### config.mk
export PLATFORM = sky130hd
export DESIGN_NAME = clk_divider_bank_flat
export DESIGN_NICKNAME = d
export VERILOG_FILES = /design/src/rtl/clk_divider_bank_if.sv /design/src/rtl/clk_divider_bank.sv /design/src/flat_wrapper.sv
export SDC_FILE = /design/constraint.sdc
export NUM_CORES = 1
export LEC_CHECK = 0
export BUFFER_PORTS_ARGS = -buffer_cell sky130_fd_sc_hd__clkbuf_2
export CAP_MARGIN = 20
export CORE_MARGIN = 2
export CORE_UTILIZATION = 39
export CTS_CLUSTER_SIZE = 10
export DETAILED_ROUTE_END_ITERATION = 7
export RECOVER_POWER = 50
export SETUP_SLACK_MARGIN = 0.3
export SYNTH_ARGS = -nofsm -noshare
export SYNTH_HDL_FRONTEND = slang
export SYNTH_SLANG_ARGS = --single-unit
### constraint.sdc
create_clock -name clk -period 7.9 [get_ports clk]
set_input_delay 0.79 -clock clk [delete_from_list [all_inputs] [get_ports clk]]
set_output_delay 0.79 -clock clk [all_outputs]
set_load 0.02 [all_outputs]
### src/rtl/clk_divider_bank_if.sv
// Bundle of per-channel divider controls (enable, divisor, realign pulse) and
// the registered divided-clock / period-start outputs.
interface clk_divider_bank_if #(
  parameter int CH = 4,
  parameter int W  = 32
);
  logic [CH-1:0]   en;
  logic [CH*W-1:0] div;
  logic            sync;
  logic [CH-1:0]   clk_out;
  logic [CH-1:0]   tick;

  modport master (output en, div, sync, input clk_out, tick);
  modport slave  (input en, div, sync, output clk_out, tick);
endinterface

### src/rtl/clk_divider_bank.sv
// Bank of CH independent integer clock dividers sharing one phase-realign pulse.
// Each channel produces a registered ~50% duty divided clock and a period-start tick.
module clk_divider_bank #(
  parameter int CH = 4,
  parameter int W  = 32
) (
  input  logic                clk,
  input  logic                rst,
  clk_divider_bank_if.slave   bus
);

  typedef enum logic {IDLE, RUN} state_t;

  localparam logic [W-1:0] ONE = {{(W-1){1'b0}}, 1'b1};

  // High-phase length: ceil(n/2), one bit wider so n = 2^W-1 cannot overflow.
  function automatic logic [W:0] half_period(input logic [W-1:0] n);
    return ({1'b0, n} + {{W{1'b0}}, 1'b1}) >> 1;
  endfunction

  for (genvar c = 0; c < CH; c++) begin : g_ch
    state_t         state_q, state_d;
    logic [W-1:0]   cnt_q, cnt_d;
    logic [W-1:0]   nsh_q, nsh_d;
    logic [W-1:0]   div_c;
    logic           clk_q, clk_d;
    logic           tick_q, tick_d;

    assign div_c = bus.div[c*W +: W];

    always_ff @(posedge clk or posedge rst) begin
      if (rst) begin
        state_q <= IDLE;
        cnt_q   <= '0;
        nsh_q   <= '0;
        clk_q   <= 1'b0;
        tick_q  <= 1'b0;
      end else begin
        state_q <= state_d;
        cnt_q   <= cnt_d;
        nsh_q   <= nsh_d;
        clk_q   <= clk_d;
        tick_q  <= tick_d;
      end
    end

    always_comb begin
      state_d = state_q;
      cnt_d   = cnt_q;
      nsh_d   = nsh_q;
      clk_d   = 1'b0;
      tick_d  = 1'b0;
      if (!bus.en[c]) begin
        state_d = IDLE;
        cnt_d   = '0;
      end else begin
        state_d = RUN;
        // A zero divisor parks the channel but keeps resampling div every cycle.
        if (state_q == IDLE || bus.sync || nsh_q == '0 || cnt_q == nsh_q - ONE) begin
          nsh_d = div_c;
          cnt_d = '0;
        end else begin
          cnt_d = cnt_q + ONE;
        end
      end
      if (state_d == RUN && nsh_d != '0) begin
        clk_d  = ({1'b0, cnt_d} < half_period(nsh_d));
        tick_d = (cnt_d == '0);
      end
    end

    assign bus.clk_out[c] = clk_q;
    assign bus.tick[c]    = tick_q;
  end

endmodule

### src/flat_wrapper.sv
// flat-port wrapper written by rule: the top's interface ports become plain ports
module clk_divider_bank_flat 
#(
  parameter int CH = 4,
  parameter int W  = 32
)
  (clk, rst, bus_en, bus_div, bus_sync, bus_clk_out, bus_tick);
  clk_divider_bank_if #(.CH(CH), .W(W)) bus_i ();
  input  logic clk;
  input  logic rst;
  input wire logic [$bits(bus_i.en)-1:0] bus_en;
  input wire logic [$bits(bus_i.div)-1:0] bus_div;
  input wire logic [$bits(bus_i.sync)-1:0] bus_sync;
  output wire logic [$bits(bus_i.clk_out)-1:0] bus_clk_out;
  output wire logic [$bits(bus_i.tick)-1:0] bus_tick;
  assign bus_i.en = bus_en;
  assign bus_i.div = bus_div;
  assign bus_i.sync = bus_sync;
  assign bus_clk_out = bus_i.clk_out;
  assign bus_tick = bus_i.tick;
  clk_divider_bank #(.CH(CH), .W(W)) u_core (.clk(clk), .rst(rst), .bus(bus_i));
endmodule
---- After elaboration in Yosys (flattened, before gate mapping) ----
Cells that the tools add are included.
storage, ports and cells
  bits in registers ....................... 268
  input bits .............................. 135
  word-level logic and storage cells ...... 100
cells by class
  add/subtract/negate cells ............... 12
  order comparisons ....................... 4
  equality and inequality tests ........... 4
  multiplexer cells ....................... 28
  bitwise gates (word level) .............. 4
  reduce and logical (&&, ||, !) cells .... 28
operators by type and width
  kind                                                 number
  2-to-1 mux 32 bit                                    16
  logical NOT 32 bit                                   8
  adder 32 x 1 -> 33 bit (second input constant)       4
  adder 32 x 1 -> 32 bit (second input constant)       4
  equality test 32 bit                                 4
  less-than comparator 32 bit                          4
  nonzero test 32 bit                                  4
  subtractor 32 x 1 -> 32 bit (second input constant)  4
  logical OR 1 bit                                     12
  2-to-1 mux 1 bit                                     12
  logical AND 1 bit                                    4
  NOT 1 bit                                            4

---- Longest topological paths before layout ----
Gate-level depths: netlist of the first run.
  word-level depth ........................ 9
  gate-level depth with buffers ........... 34
  gate-level depth less buffers ........... 30

---- Worst setup path after synthesis of the first run ----
Ideal clock, no wire load.
  kind .................................... reg-to-reg
  start ................................... register u_core.g_ch[1].nsh_q[10]
  end ..................................... register u_core.g_ch[1].clk_q
  library setup time ...................... 0.094 ns
  data arrival time ....................... 6.679 ns
  data required time ...................... 7.806 ns
  setup slack ............................. 1.126 ns
  cell stages (with the launch flop) ...... 31
  path buffers ............................ 5
  clock period less this slack ............ 6.774 ns
  path through ............................ dfrtp_1 clkbuf_1 or4_1 or3_1 nor4_1 xnor2_1 a2111o_1 or3_1 o22ai_2 buf_2 buf_4 buf_2 nand2_1 o21a_1 inv_1 ha_1 clkbuf_1 nand2_1 or4_1 or3_1 mux2i_1 nand2_1 xor2_1 ha_1 a21o_1 a21o_1 a21oi_1 nor2_1 a2111oi_0 nand3_1 a211oi_1
on the way
  longest elaborated chain between the ends .. 8
RTL lines
  what                                                               line                                            source
  start, declared                                                    clk_divider_bank.sv:24                          logic [W-1:0] nsh_q, nsh_d;
  start signal, assigned                                             clk_divider_bank.sv:41                          nsh_q <= nsh_d;
  subtractor 32 x 1 -> 32 bit or logical NOT 32 bit (tied branches)  clk_divider_bank.sv:59                          if (state_q == IDLE || bus.sync || nsh_q == '0 || cnt_q == nsh_q - ONE) begin
  equality test 32 bit or logical OR 1 bit (tied branches)           clk_divider_bank.sv:59
  logical OR 1 bit *                                                 clk_divider_bank.sv:59
  2-to-1 mux 32 bit *                                                clk_divider_bank.sv:59
  2-to-1 mux 32 bit *                                                clk_divider_bank.sv:53                          if (!bus.en[c]) begin
  via u_core.g_ch[1].nsh_d[0]                                        clk_divider_bank.sv:24
  adder 32 x 1 -> 33 bit or nonzero test 32 bit (tied branches)      clk_divider_bank.sv:18, clk_divider_bank.sv:66
  less-than comparator 32 bit or logical AND 1 bit (tied branches)   clk_divider_bank.sv:67, clk_divider_bank.sv:66
  2-to-1 mux 1 bit *                                                 clk_divider_bank.sv:66                          if (state_d == RUN && nsh_d != '0) begin
  via u_core.g_ch[1].clk_d                                           clk_divider_bank.sv:26                          logic clk_q, clk_d;
  end signal, assigned                                               clk_divider_bank.sv:42                          clk_q <= clk_d;
  end, declared                                                      clk_divider_bank.sv:26
The timed path passes the listed nets; every way through them passes the cells marked *.

---- Worst setup path in the final report of the first run ----
  start ................................... register u_core.g_ch[0].nsh_q[5]
  end ..................................... register u_core.g_ch[0].clk_q
on the way
  longest elaborated chain between the ends .. 8
RTL lines
  what                                                               line
  start, declared                                                    clk_divider_bank.sv:24
  start signal, assigned                                             clk_divider_bank.sv:41
  subtractor 32 x 1 -> 32 bit or logical NOT 32 bit (tied branches)  clk_divider_bank.sv:59
  equality test 32 bit or logical OR 1 bit (tied branches)           clk_divider_bank.sv:59
  logical OR 1 bit *                                                 clk_divider_bank.sv:59
  2-to-1 mux 32 bit *                                                clk_divider_bank.sv:59
  2-to-1 mux 32 bit *                                                clk_divider_bank.sv:53
  via u_core.g_ch[0].nsh_d[1]                                        clk_divider_bank.sv:24
  adder 32 x 1 -> 33 bit or nonzero test 32 bit (tied branches)      clk_divider_bank.sv:18, clk_divider_bank.sv:66
  less-than comparator 32 bit or logical AND 1 bit (tied branches)   clk_divider_bank.sv:67, clk_divider_bank.sv:66
  2-to-1 mux 1 bit *                                                 clk_divider_bank.sv:66
  via u_core.g_ch[0].clk_d                                           clk_divider_bank.sv:26
  end signal, assigned                                               clk_divider_bank.sv:42
  end, declared                                                      clk_divider_bank.sv:26
Marks and branches as above.

==> results.json, run 1 <==
{
  "status": "complete, but fails checks",
  "violations": "max-capacitance violations, max-slew violations",
  "yosys_warnings": 0,
  "end_kind": "register",
  "power_leakage_uw": 0.0111,
  "grt_use_total_pct": 22.4,
  "pin_count": 143,
  "setup_viol": 0,
  "cap_violations": 3,
  "min_path_type": "primary input to register",
  "whs_path_depth": 1,
  "netlist_area_mm2": 0.0252,
  "worstPathArrival_ns": 7.56,
  "rrSetupSlack_ns": 0.83,
  "whs_ns": 0.480,
  "peakVddDrop_v": 0.000131,
  "htreeDepth": 2,
  "seq_area_mm2": 0.00671,
  "io_buffer_count": 142,
  "grt_max_degree": 143,
  "syn_to_final_growth_pct": 8.80,
  "core_mm2": 0.0642,
  "path_max_fanout": 10,
  "max_stage_delay_ns": 0.80,
  "clk_pin_slew_ns": 0.06,
  "synth_cell_types": 83,
  "cts-root-buf": "clkbuf_16",
  "synth_edf_count": 0,
  "start_util_pct": 39.3,
  "crit_slowest_cell": "or4_1",
  "synth-async-reset-ratio_pct": 100,
  "reg2reg_from": "u_core.g_ch[0].nsh_q[5]$_DFF_PP0_",
  "row_count": 93,
  "grt_pass1_vias": 21200,
  "cellPowerDensity_mw_per_mm2": 154,
  "drive_above_1_share_pct": 12.2,
  "cts_tree": "done",
  "rsz0062_at_grt": "false",
  "crit_path_start_kind": "register",
  "clock_skew_ns": 0.0123,
  "cts.sinks": 268,
  "rr_endpoint": "u_core.g_ch[0].clk_q$_DFF_PP0_",
  "fin_crit_sh_pct": 89.5,
  "multi_input_area_mm2": 0.0173,
  "fp.dieH_um": 258,
  "drt_iter0_drc": 1694,
  "post-dp-hpwl_mm": 59.0,
  "cp.required_ns": 8.39,
  "first_pass_iters": 7,
  "grt_pass1_wl_mm": 120,
  "insertion_delay_ns": 0.56,
  "ys_seq_area_share_pct": 26.6,
  "fin_nets": 3339,
  "tightest_slew_ns": 3.84,
  "grt.overflow.total": 0,
  "fillers": 6508,
  "cts_buffers": 37,
  "wl_per_cell_um": 19.3,
  "synthCells": 3070,
  "gp_congestion": 0.928,
  "reg2regPathDepth": 27,
  "slew_violations": 273,
  "max_slew_margin_pct": -156,
  "hold_viol": 0,
  "wirelength_mm": 76.0,
  "ant_nets": 0,
  "drc": 0,
  "antenna_found_initial": 1,
  "clk_path_buf_depth": 3,
  "vias": 22500,
  "dieArea_mm2": 0.0667,
  "crit_type": "register to register",
  "syn_nets": 3345,
  "synthFlopType": "dfrtp_1",
  "fmax_mhz": 141,
  "ys_ff_latch": 268,
  "syn_avg_cell_area_um2": 8.22,
  "setup_tns_ns": 0,
  "finalCriticalPeriod_ns": 7.07,
  "viasPerCell": 5.70,
  "utilization_pct": 42.7,
  "min_to": "u_core.g_ch[1].state_q$_DFF_PP0_",
  "die_x_um": 258,
  "min_from": "bus_en[1]"
}
-- per-stage QoR --
step / setup WS [ns] / power (µW) / instance area, µm² / cells
floorplan: 1.13 / 2300 / 25200 / 3070
global placement: 0.975 / 2600 / 26300 / 3880
detailed placement: 0.957 / 2600 / 26300 / 3880
CTS: 0.939 / 4290 / 27500 / 3947
global route: 0.327 / 4460 / 27400 / 3947
finish: 0.829 / 4240 / 27400 / 3948
-- cells by family after synthesis --
group / after synthesis / share of synthesized area (%)
fa+ha+maj: 140 / 6.94
flops: 268 / 26.6
buf+inv: 296 / 5.00
simple gates: 1367 / 28.3
mux: 201 / 8.61
compound gates: 382 / 10.0
xor+xnor: 416 / 14.6
-- worst max-delay path: cells and delay by family, from the launching register on --
kind / cells / cell delay, ns
AOI/OAI and AO/OA: 8 / 1.40
DFF: 1 / 0.48
muxes: 1 / 0.19
xor gates and xnor gates: 1 / 0.23
buffers and inverters: 1 / 0.20
adders and majority gates: 2 / 0.61
and+or+nand+nor: 14 / 3.91
-- final cells by class --
type / instances / area share [%]
tap: 855 / 3.90
multi-input combinational: 2506 / 63.0
inverter: 85 / 1.18
clock buffer: 59 / 4.16
clock inverter: 8 / 0.169
sequential: 268 / 24.4
antenna: 1 / 0.00912
timing repair buffer: 166 / 3.16
-- synthesized netlist by cell type, types with 13 or more instances --
library cell / number / share of area, %
nor2_1: 314 / 4.7
dfrtp_1: 268 / 27
nand2_1: 227 / 3.4
xnor2_1: 226 / 7.8
xor2_1: 188 / 6.5
nand3_1: 166 / 3.3
clkbuf_1: 158 / 2.4
ha_1: 140 / 6.9
mux2_2: 127 / 5.7
nand4_1: 119 / 3.0
nor3_1: 107 / 2.1
nor4_1: 98 / 2.4
and3_1: 90 / 2.2
o21ai_0: 89 / 1.8
inv_1: 85 / 1.3
mux2i_1: 74 / 2.9
a21oi_1: 68 / 1.3
a21o_1: 52 / 1.5
a31oi_1: 38 / 0.94
or4_1: 37 / 1.1
or3_1: 29 / 0.72
nand2b_1: 28 / 0.69
nor2b_1: 25 / 0.62
and2_1: 22 / 0.55
and4_1: 22 / 0.76
buf_2: 20 / 0.40
buf_4: 16 / 0.48
nand3b_1: 16 / 0.48
or2_2: 15 / 0.37
nor4b_1: 14 / 0.49
o31ai_1: 13 / 0.39
-- sequential cells by signal, indices dropped and copies added (netlist names) --
register / cells
u_core.g_ch.nsh_q: 128
u_core.g_ch.clk_q: 4
u_core.g_ch.cnt_q: 128
u_core.g_ch.state_q: 4
u_core.g_ch.tick_q: 4
-- layer usage --
metal	up-vias	track usage [%]	share of wire, %
li1	11100	-	-
met1	10700	31.6	47
met2	572	36.2	46
met3	112	2.28	4.4
met4	0	6.54	2.5
met5	-	0	0
-- cell usage in the layout, fill, tap and decap left out, drive strengths merged, types with 8 or more instances in the layout --
cell type	Yosys	routed
nor2	314	314
nor4b	14	14
buf	53	21
or4	39	39
mux2	127	127
a211oi	12	12
dfrtp	268	268
a211o	8	8
inv	85	85
nand3	166	166
nor4	100	100
o21ai	92	92
and4	22	22
ha	140	140
a31oi	38	38
nor3b	11	11
nand3b	16	16
clkbuf	158	204
xor2	188	188
nand2	229	229
or2	15	15
o211ai	9	9
o31ai	13	13
and2	22	22
o21a	11	11
o22ai	9	9
or3	29	29
nand4	119	119
mux2i	74	74
nor3	107	107
nand2b	28	28
a21oi	68	68
a21o	52	52
and3	90	90
xnor2	226	226
nor2b	25	25
-- power breakdown --
| part | total [µW] | switching (µW) | internal [µW] | leakage [µW] |
|---|---|---|---|---|
| combinational | 917 | 527 | 390 | 0.00712 |
| sequential | 1670 | 206 | 1460 | 0.00343 |
| clock | 1650 | 665 | 988 | 0.000586 |
| total | 4240 | 1400 | 2840 | 0.0111 |
-- worst max-delay path by stage --
stage / startpoint / slack [ns] / to
after floorplan: u_core.g_ch[1].nsh_q[10]$_DFF_PP0_ / 1.13 / u_core.g_ch[1].clk_q$_DFF_PP0_
after detailed placement: u_core.g_ch[1].nsh_q[4]$_DFF_PP0_ / 0.96 / u_core.g_ch[1].clk_q$_DFF_PP0_
after global routing: u_core.g_ch[2].nsh_q[15]$_DFF_PP0_ / 0.33 / u_core.g_ch[2].clk_q$_DFF_PP0_
final: u_core.g_ch[0].nsh_q[5]$_DFF_PP0_ / 0.83 / u_core.g_ch[0].clk_q$_DFF_PP0_
after global placement: u_core.g_ch[0].nsh_q[2]$_DFF_PP0_ / 0.98 / u_core.g_ch[0].clk_q$_DFF_PP0_
after CTS: u_core.g_ch[1].nsh_q[4]$_DFF_PP0_ / 0.94 / u_core.g_ch[1].clk_q$_DFF_PP0_
-- repair_timing --
action / CTS / global route
setup endpoints to repair: 0 / 1
setup buffers: 0 / 0
hold buffers: 0 / 0
endpoints found under the hold margin: 0 / 0
gates resized for setup: 0 / 4
Note: power is estimated with default switching activity, not from simulation.
==> run 2, diff against run 1 <==
Settings changed: RECOVER_POWER 50 to 25.
==> run 2 against run 1 <==
  * The run still ends with max-capacitance violations, max-slew violations left
  * Combinational power about the same
  * Wire length increased by 0.18%
  * Utilization about the same
  * Die area unchanged
  * Clock skew increased by 0.0011 ns
  * Cell area about the same
  * Flip-flop and latch count unchanged
  * Register-to-register slack got worse by 0.02 ns
  * Critical path depth unchanged
  * Worst setup slack got worse by 0.016 ns
  * Worst hold slack improved by 0.0020 ns
  * Sequential power about the same
  * Critical path type unchanged
  * Largest power group unchanged
==> results.json, run 2 (same netlist as run 1, synthesis figures left out) <==
{
  "pre_cts_slack_ns": 0.957,
  "clk_pin_slew_ns": 0.06,
  "wl_met2_mm": 35.2,
  "utilization_pct": 42.8,
  "clkPwrFrac_pct": 39.0,
  "power.internal_uw": 2840,
  "setup_viol": 0,
  "grt_pass1_wl_mm": 120,
  "slew_violations": 143,
  "insertion_delay_ns": 0.56,
  "wirelength_mm": 76.2,
  "switchingPower_uw": 1400,
  "fin_crit_sh_pct": 89.7,
  "grt.overflow.total": 0,
  "swShare_pct": 33.0,
  "htreeDepth": 2,
  "crit_slowest_cell": "or4_1",
  "max_slew_margin_pct": -157,
  "antenna_found_initial": 1,
  "place_inst": 3880,
  "top_layer": "met4",
  "vias": 22600,
  "fin_nets": 3339,
  "cellPowerDensity_mw_per_mm2": 155,
  "critical-path-top-delay-family": "simple AND/OR/NAND/NOR gates",
  "design_area_mm2": 0.0275,
  "peakVddDrop_v": 0.000131,
  "cts.sinks": 268,
  "clk_path_buf_depth": 3,
  "die_x_um": 258,
  "drt_iter0_drc": 1767,
  "wl_per_cell_um": 19.3,
  "max_stage_delay_ns": 0.80,
  "grt_use_total_pct": 22.4,
  "layout_commonest_cell": "nor2_1",
  "reg_top3": "u_core.g_ch.cnt_q x128, u_core.g_ch.nsh_q x128",
  "finalCriticalPeriod_ns": 7.09,
  "crit_type": "register to register",
  "row_count": 93,
  "ant_nets": 0,
  "status": "complete, but fails checks",
  "layout_setup_ws_ns": 0.814,
  "seqPwrFrac_pct": 39.4,
  "pin_count": 143,
  "met3_length_mm": 3.52,
  "path_max_fanout": 10,
  "fmax_mhz": 141,
  "hold_viol": 0,
  "setup_tns_ns": 0,
  "first_pass_iters": 8,
  "dieArea_mm2": 0.0667,
  "rsz0062_at_grt": "false",
  "mostFrequentLayoutCells": "nor2_1 (314), dfrtp_1 (268), nand2_1 (227), xnor2_1 (226), xor2_1 (188)",
  "final_cells": 3950,
  "post-dp-hpwl_mm": 59.0,
  "p_comb_share_pct": 21.7,
  "syn_to_final_growth_pct": 8.88,
  "cts_buffers": 37,
  "cts_tree": "done",
  "tightest_slew_ns": 3.85,
  "postCtsSetupRepairBufs": 0,
  "grt_pass1_vias": 21200,
  "cts-root-buf": "clkbuf_16",
  "crit_path_start_kind": "register",
  "cap_violations": 1,
  "io_buffer_count": 142,
  "fp.dieH_um": 258,
  "grt_max_degree": 143,
  "end_kind": "register",
  "gp_congestion": 0.928,
  "drt-met1-wl_mm": 35.7,
  "min_path_type": "primary input to register",
  "clock_skew_ns": 0.0134,
  "worstPathArrival_ns": 7.58,
  "power_leakage_uw": 0.0112,
  "drc": 0,
  "cp.required_ns": 8.39,
  "placed_area_mm2": 0.0263,
  "core_mm2": 0.0642,
  "cp_num_buf_inv": 1,
  "violations": "max-capacitance violations, max-slew violations",
  "drive_above_1_share_pct": 12.4,
  "viasPerCell": 5.72,
  "start_util_pct": 39.3
}
run 2: cell count changes in the layout (fill, tap and decap cells not counted), sizes merged:
cell | previous run | this run
clkbuf | 204 | 202
buf | 21 | 23
diode | 1 | 3
run 2: metrics by stage:
stage | hold slack, ns | power, µW
4_1_cts | 0.407 | 4290
5_1_grt | 0.460 | 4470
2_1_floorplan | 0.506 | 2300
6_report | 0.482 | 4240
3_3_place_gp | 0.600 | 2600
3_5_place_dp | 0.604 | 2600
run 2: repair_timing:
| item | in CTS | in global routing |
|---|---|---|
| hold buffers | 0 | 0 |
| setup endpoints to repair | 0 | 1 |
| gates resized for setup | 0 | 4 |
run 2: final cells by class:
class                           count  area (µm²)
Fill cell                        6508       36800
Clock inverter                      8        46.3
Antenna cell                        3        7.51
Clock buffer                       59        1140
Inverter                           85         323
Multi-Input combinational cell   2506       17300
Timing Repair Buffer              166         882
Sequential cell                   268        6710
Tap cell                          855        1070
run 2: worst reg2reg max path, stage by stage (launching register included):
cell      delay [ns]
dfrtp_1         0.48
or4_4           0.59
or4_4           0.57
nor4_1          0.27
o22ai_1         0.12
or4_1           0.57
or4_1           0.80
nand2_8         0.20
nand2_1         0.07
o21ai_0         0.14
ha_1            0.31
nand2_1         0.07
nor2_1          0.26
nand3_1         0.13
mux2i_1         0.19
buf_4           0.20
nand3_1         0.10
xor2_1          0.25
ha_1            0.29
a21o_1          0.18
a21oi_1         0.14
nor2b_1         0.06
o21ai_0         0.16
nand2b_1        0.09
a211oi_1        0.32
a31oi_1         0.14
nor3_1          0.15
o311a_1         0.19
run 2: layer usage:
metal / vias up / track usage [%]
met3: 106 / 2.28
met2: 580 / 36.2
met4: 0 / 6.54
met1: 10800 / 31.6
met5: - / 0
li1: 11100 / -
run 2: worst paths after layout:
check | from | to | cells past startpoint | slack, ns
setup / recovery | u_core.g_ch[0].nsh_q[5]$_DFF_PP0_ | u_core.g_ch[0].clk_q$_DFF_PP0_ | 27 | 0.81
hold / removal | bus_en[1] | u_core.g_ch[1].state_q$_DFF_PP0_ | 1 | 0.48
setup reg to reg | u_core.g_ch[0].nsh_q[5]$_DFF_PP0_ | u_core.g_ch[0].clk_q$_DFF_PP0_ | 27 | 0.81
hold reg to reg | u_core.g_ch[2].nsh_q[31]$_DFF_PP0_ | u_core.g_ch[2].nsh_q[31]$_DFF_PP0_ | 2 | 0.62
max in group asynchronous | rst | u_core.g_ch[3].cnt_q[29]$_DFF_PP0_ | 4 | 3.72
min in group asynchronous | rst | u_core.g_ch[2].cnt_q[2]$_DFF_PP0_ | 3 | 1.69
run 2: power by group through the flow:
stage          logic [µW]  registers, µW  clock network [µW]
2_1_floorplan         754           1550                   0
3_3_place_gp          912           1690                   0
3_5_place_dp          911           1690                   0
4_1_cts               917           1660                1710
5_1_grt              1010           1690                1760
6_report              920           1670                1650
